`config.mk`:
```
export PLATFORM = sky130hd
export DESIGN_NAME = fir_ap_ctrl
export DESIGN_NICKNAME = d
export VERILOG_FILES = /design/src/rtl/fir_ap_ctrl.sv
export SDC_FILE = /design/constraint.sdc
export NUM_CORES = 1
export LEC_CHECK = 0
export ABC_AREA = 1
export CELL_PAD_IN_SITES_DETAIL_PLACEMENT = 0
export CELL_PAD_IN_SITES_GLOBAL_PLACEMENT = 1
export CORE_ASPECT_RATIO = 1.75
export CORE_MARGIN = 2
export CORE_UTILIZATION = 44
export CTS_CLUSTER_SIZE = 20
export DETAILED_ROUTE_END_ITERATION = 7
export GPL_ROUTABILITY_DRIVEN = 0
export PLACE_DENSITY_LB_ADDON = 0.08
export SLEW_MARGIN = 20
export SYNTH_ARGS = -nofsm -noshare
export SYNTH_HDL_FRONTEND = slang
export SYNTH_SLANG_ARGS = --single-unit
```
`constraint.sdc`:
```
create_clock -name clk -period 8.39 [get_ports clk]
set_input_delay 1.678 -clock clk [delete_from_list [all_inputs] [get_ports clk]]
set_output_delay 1.678 -clock clk [all_outputs]
set_load 0.01 [all_outputs]
```
`src/rtl/fir_ap_ctrl.sv`:
```
// fir_ap_ctrl -- block-level controller for the FIR engine.
//
// Holds the ap_ctrl and data_length configuration registers, issues a
// one-cycle ap_start to axis_in and the FIR datapath, counts accepted
// input/output samples and reports ap_done / ap_idle / len_err.
// Tap-coefficient writes are locked out while a run is in flight.
//
// Ports:
//   clk, rst                 clock, asynchronous active-high reset
//   cfg_wr_en/cfg_rd_en      one-cycle config write/read strobes
//   cfg_addr, cfg_wdata      config byte address and write data
//   cfg_rdata, cfg_rvalid    registered read data, valid 1 cycle after rd_en
//   ap_start                 one-cycle start pulse
//   in_hs, out_hs            accepted input / output sample strobes
//   out_last                 sm_tlast qualified by out_hs
//   tap_lock                 1 while tap RAM config writes must be blocked
module fir_ap_ctrl #(
    parameter int pADDR_WIDTH = 12,
    parameter int pDATA_WIDTH = 32,
    parameter int Tape_Num    = 11
) (
    input  logic                   clk,
    input  logic                   rst,
    input  logic                   cfg_wr_en,
    input  logic                   cfg_rd_en,
    input  logic [pADDR_WIDTH-1:0] cfg_addr,
    input  logic [pDATA_WIDTH-1:0] cfg_wdata,
    output logic [pDATA_WIDTH-1:0] cfg_rdata,
    output logic                   cfg_rvalid,
    output logic                   ap_start,
    input  logic                   in_hs,
    input  logic                   out_hs,
    input  logic                   out_last,
    output logic                   tap_lock
);

    localparam logic [pADDR_WIDTH-1:0] ADDR_CTRL = pADDR_WIDTH'(12'h000);
    localparam logic [pADDR_WIDTH-1:0] ADDR_LEN  = pADDR_WIDTH'(12'h010);
    localparam logic [pADDR_WIDTH-1:0] TAP_BASE  = pADDR_WIDTH'(32'h020);
    localparam logic [pADDR_WIDTH-1:0] TAP_LAST  = pADDR_WIDTH'(32'h020 + 4 * (Tape_Num - 1));

    typedef enum logic [1:0] {S_IDLE, S_START, S_RUN} state_t;

    state_t                 state_q, state_d;
    logic [pDATA_WIDTH-1:0] data_length_q, data_length_d;
    logic [pDATA_WIDTH-1:0] in_cnt_q, in_cnt_d;
    logic [pDATA_WIDTH-1:0] out_cnt_q, out_cnt_d;
    logic                   ap_done_q, ap_done_d;
    logic                   len_err_q, len_err_d;
    logic                   ap_start_q, ap_start_d;
    logic                   ap_idle_q, ap_idle_d;
    logic                   tap_lock_q, tap_lock_d;
    logic [pDATA_WIDTH-1:0] cfg_rdata_q, cfg_rdata_d;
    logic                   cfg_rvalid_q, cfg_rvalid_d;

    logic                   wr_ctrl, wr_len, rd_ctrl, is_tap, at_last;
    logic [pDATA_WIDTH-1:0] len_m1, ctrl_word;

    always_comb begin
        wr_ctrl   = cfg_wr_en && (cfg_addr == ADDR_CTRL);
        wr_len    = cfg_wr_en && (cfg_addr == ADDR_LEN);
        rd_ctrl   = cfg_rd_en && (cfg_addr == ADDR_CTRL);
        is_tap    = (cfg_addr >= TAP_BASE) && (cfg_addr <= TAP_LAST);
        len_m1    = data_length_q - pDATA_WIDTH'(1);
        at_last   = (out_cnt_q == len_m1);
        ctrl_word = pDATA_WIDTH'({len_err_q, ap_idle_q, ap_done_q, ap_start_q});

        state_d       = state_q;
        data_length_d = data_length_q;
        in_cnt_d      = in_cnt_q;
        out_cnt_d     = out_cnt_q;
        ap_done_d     = ap_done_q;
        len_err_d     = len_err_q;

        // Read-to-clear first; any set below in the same cycle overrides it.
        if (rd_ctrl) begin
            ap_done_d = 1'b0;
            len_err_d = 1'b0;
        end

        case (state_q)
            S_IDLE: begin
                if (wr_len)
                    data_length_d = cfg_wdata;
                if (wr_ctrl && cfg_wdata[0] && (data_length_q != '0)) begin
                    state_d   = S_START;
                    in_cnt_d  = '0;
                    out_cnt_d = '0;
                    ap_done_d = 1'b0;
                    len_err_d = 1'b0;
                end
            end
            S_START: state_d = S_RUN;
            S_RUN: begin
                // Input count saturates at data_length; extra samples are not counted.
                if (in_hs && (in_cnt_q < data_length_q))
                    in_cnt_d = in_cnt_q + pDATA_WIDTH'(1);
                if (out_hs) begin
                    out_cnt_d = out_cnt_q + pDATA_WIDTH'(1);
                    // tlast must coincide exactly with the final counted output.
                    if (out_last != at_last)
                        len_err_d = 1'b1;
                    // Run termination is by count only, regardless of tlast.
                    if (at_last) begin
                        state_d   = S_IDLE;
                        ap_done_d = 1'b1;
                    end
                end
            end
            default: state_d = S_IDLE;
        endcase

        cfg_rvalid_d = cfg_rd_en;
        cfg_rdata_d  = '0;
        if (cfg_rd_en) begin
            if (cfg_addr == ADDR_CTRL)
                cfg_rdata_d = ctrl_word;
            else if (cfg_addr == ADDR_LEN)
                cfg_rdata_d = data_length_q;
            else if (is_tap)
                cfg_rdata_d = '0;  // tap words are served by the tap RAM, not here
        end

        ap_start_d = (state_d == S_START);
        ap_idle_d  = (state_d == S_IDLE);
        tap_lock_d = (state_d != S_IDLE);
    end

    always_ff @(posedge clk or posedge rst) begin
        if (rst) begin
            state_q       <= S_IDLE;
            data_length_q <= '0;
            in_cnt_q      <= '0;
            out_cnt_q     <= '0;
            ap_done_q     <= 1'b0;
            len_err_q     <= 1'b0;
            ap_start_q    <= 1'b0;
            ap_idle_q     <= 1'b1;
            tap_lock_q    <= 1'b0;
            cfg_rdata_q   <= '0;
            cfg_rvalid_q  <= 1'b0;
        end else begin
            state_q       <= state_d;
            data_length_q <= data_length_d;
            in_cnt_q      <= in_cnt_d;
            out_cnt_q     <= out_cnt_d;
            ap_done_q     <= ap_done_d;
            len_err_q     <= len_err_d;
            ap_start_q    <= ap_start_d;
            ap_idle_q     <= ap_idle_d;
            tap_lock_q    <= tap_lock_d;
            cfg_rdata_q   <= cfg_rdata_d;
            cfg_rvalid_q  <= cfg_rvalid_d;
        end
    end

    assign cfg_rdata  = cfg_rdata_q;
    assign cfg_rvalid = cfg_rvalid_q;
    assign ap_start   = ap_start_q;
    assign tap_lock   = tap_lock_q;

endmodule

```
==> results.yml <==
yosys:
  synth_cell_types: 40
  synth_area_um2: 6130
  synth_edf_count: 0
  ys_ff_latch: 104
  synth_top_area_share: 0.420
  yosys.area.top_type: "dfrtp_1"
  syn_area_per_cell_um2: 8.03
  syn-num-nets: 817
  yosys.area_share.xor_xnor: 0.0671
  ys.warnings.count: 0
  yosys-top-cells-area: "dfrtp_1 (42%), nand2_1 (9.8%), nor2_1 (6.7%), mux2_2 (5.7%), xor2_1 (5.1%)"
  synth_mux_area_frac: 0.0569
  ys.flop_type: "dfrtp_1"
  synth_cells: 764
  synth_fa_ha_area_frac: 0.00408
  synthSimpleGateAreaFrac: 0.349
  synth_compound_area_frac: 0.0392
  synth_top_family_by_area: "simple AND/OR/NAND/NOR gates"
  ys_async_sr_fraction: 1.00
  ys_seq_area_frac: 0.424
detailed_routing:
  drc: 0
  drt_iter0_drc: 224
  first_pass_iters: 5
  viasPerCell: 5.30
  wl_per_cell_um: 17.8
  wl_um: 18400
  num_vias: 5465
  postRouteAntennaNets: 0
timing:
  layout_min_cycle_time_ns: 4.02
  final_max_slew_viol_count: 0
  fin_hold_ws_ns: 0.526
  max_freq_mhz: 249
  fin_crit_sh: 0.479
  finalSetupTns_ns: 0
  tightest_slew_ns: 0.788
  finalHoldViolations: 0
  clock-skew-final_ns: 0.0124
  slew_headroom: 0.475
  setup-violations-final: 0
  fin_ws_ns: 4.37
  rsz0062_at_grt: "no"
cts:
  clk_latency_ns: 0.35
  cts-root-buf: "clkbuf_16"
  numCtsBuffers: 9
  htreeDepth: 3
  ctsResizeCount: 0
  clock-sinks: 104
  post_cts_buffers: 0
  path_clk_slew_ns: 0.08
  cts_tree: "done"
  hold_buffers: 0
  clockBufferDepth: 2
global_routing:
  use_met3: 0.0302
  grt_overflow_total: 0
  antenna_found_initial: 0
  grt_busiest_layer: "met2"
  grt_pass1_vias: 5644
  grt_max_degree: 63
  grt_util_all_layers: 0.256
  gr-usage-met1: 0.273
  grt_pass1_wl_um: 29000
  grt_use_met2: 0.475
power:
  irDropWorstVdd_uv: 99.8
  power_mw: 1.11
  p_leak_nw: 3.59
  powerDensity_nw_per_um2: 148
cells_and_area:
  fin_area_um2: 7450
  fin_util: 0.541
  most-common-layout-cells: "nand2_1 (160), nor2_1 (109), dfrtp_1 (103)"
  drive_gt1_frac: 0.112
  fin_cells: 1031
  nFillCells: 1357
  mostFrequentLayoutCell: "nand2_1"
  area_delta_synth_final_pct: 21.4
  num-nets-final: 902
  ff_latch_area_um2: 2600
  multi_input_area_um2: 3160
  n_antenna_cell: 0
min_path:
  hold-path-endpoint: "len_err_q"
  whs_path_depth: 2
  min_from: "len_err_q"
  hold_class: "flip-flop to flip-flop"
floorplanning:
  start_util: 0.446
  ios: 86
  die_h_um: 160
  fp.dieW_um: 93.3
  rows: 57
  coreArea_um2: 13800
  die_area_um2: 14900
run_status:
  status: "complete, no violations"
job:
  drv_cap: 0
worst_setup_path:
  r2r-start: "data_length_q[0]"
  worstPathMaxFanout: 18
  cp.required_ns: 8.68
  start_kind: "primary input"
  r2r_slack_ns: 5.69
  worstSetupEndpointType: "flip-flop"
  crit_type: "primary input to flip-flop"
  r2r_cells: 16
  worstPathArrival_ns: 4.30
  r2r-end: "ap_idle_q"
placed_design:
  io_buffers: 84
  dpl.cell_count: 1015
  pre_cts_slack_ns: 3.97
  placed_area_um2: 7170
  dpl.hpwl_um: 14600
==> worst max-delay path: stages <==
cell and delay, ns:
clkdlybuf4s50_1 0.46, nor4_4 0.50, nand2_4 0.27, nor3_2 0.19
nand2_1 0.17, nor2_4 0.44, nor2_4 0.16, nor4_4 0.20
nand2_1 0.09, a21oi_1 0.14
==> flip-flops by register name, summed over array words and instances, names as in the netlist <==
register and count:
cfg_rdata 32, ap_done_q 1, ap_idle_q 1, data_length_q 32
state_q 2, tap_lock 1, ap_start 1, cfg_rvalid 1
out_cnt_q 32, len_err_q 1
==> final cells by class <==
cell class	count	share of cell area
well taps	177	0.0297
clock buffers	11	0.0326
clock inverters	5	0.00521
repair buffers	87	0.116
multi-input cells	564	0.425
flip-flops and latches	104	0.350
inverters	83	0.0422
==> cell usage after synthesis, drive strengths merged, types with 4 or more instances <==
cell type and instances:
nand2 172, nor2 131, dfrtp 103, inv 81, nand3 54, nor3 40
xor2 36, mux2 31, nand4 23, o21ai 16, a21oi 12, xnor2 11
nor4 9, clkbuf 8, nand3b 6, buf 5, nor3b 4, o31ai 4
o41ai 4
==> where the power goes <==
| group | total [mW] | leakage (nW) | internal (mW) | switching [mW] |
|---|---|---|---|---|
| combinational | 0.139 | 2.07 | 0.0603 | 0.0789 |
| clock | 0.410 | 0.137 | 0.213 | 0.197 |
| sequential | 0.556 | 1.39 | 0.520 | 0.0355 |
==> cell families (layout without fill, tap and decap cells) <==
family	count (synthesis)	after routing
buf+inv	96	186
fa+ha+maj	2	2
mux	31	31
compound gates	40	40
simple gates	444	444
flops	104	104
xor+xnor	47	47
==> worst max-delay path by stage <==
stage	start	to	slack, ns	depth (start not counted)
after global routing	cfg_addr[4]	out_cnt_q[21]	4.13	10
after detailed placement	cfg_addr[4]	out_cnt_q[21]	3.97	11
after floorplan	rst	ap_done_q	3.98	1
final	cfg_addr[4]	out_cnt_q[21]	4.37	10
after global placement	cfg_addr[4]	out_cnt_q[21]	4.02	11
after CTS	cfg_addr[4]	out_cnt_q[21]	4.32	11
==> routing by layer <==
metal	vias to the layer above	share of wire
met1	2620	0.37
met2	135	0.55
li1	2654	-
met4	0	0.055
met3	56	0.030
met5	-	0
Note: power is estimated with default switching activity, not from simulation.
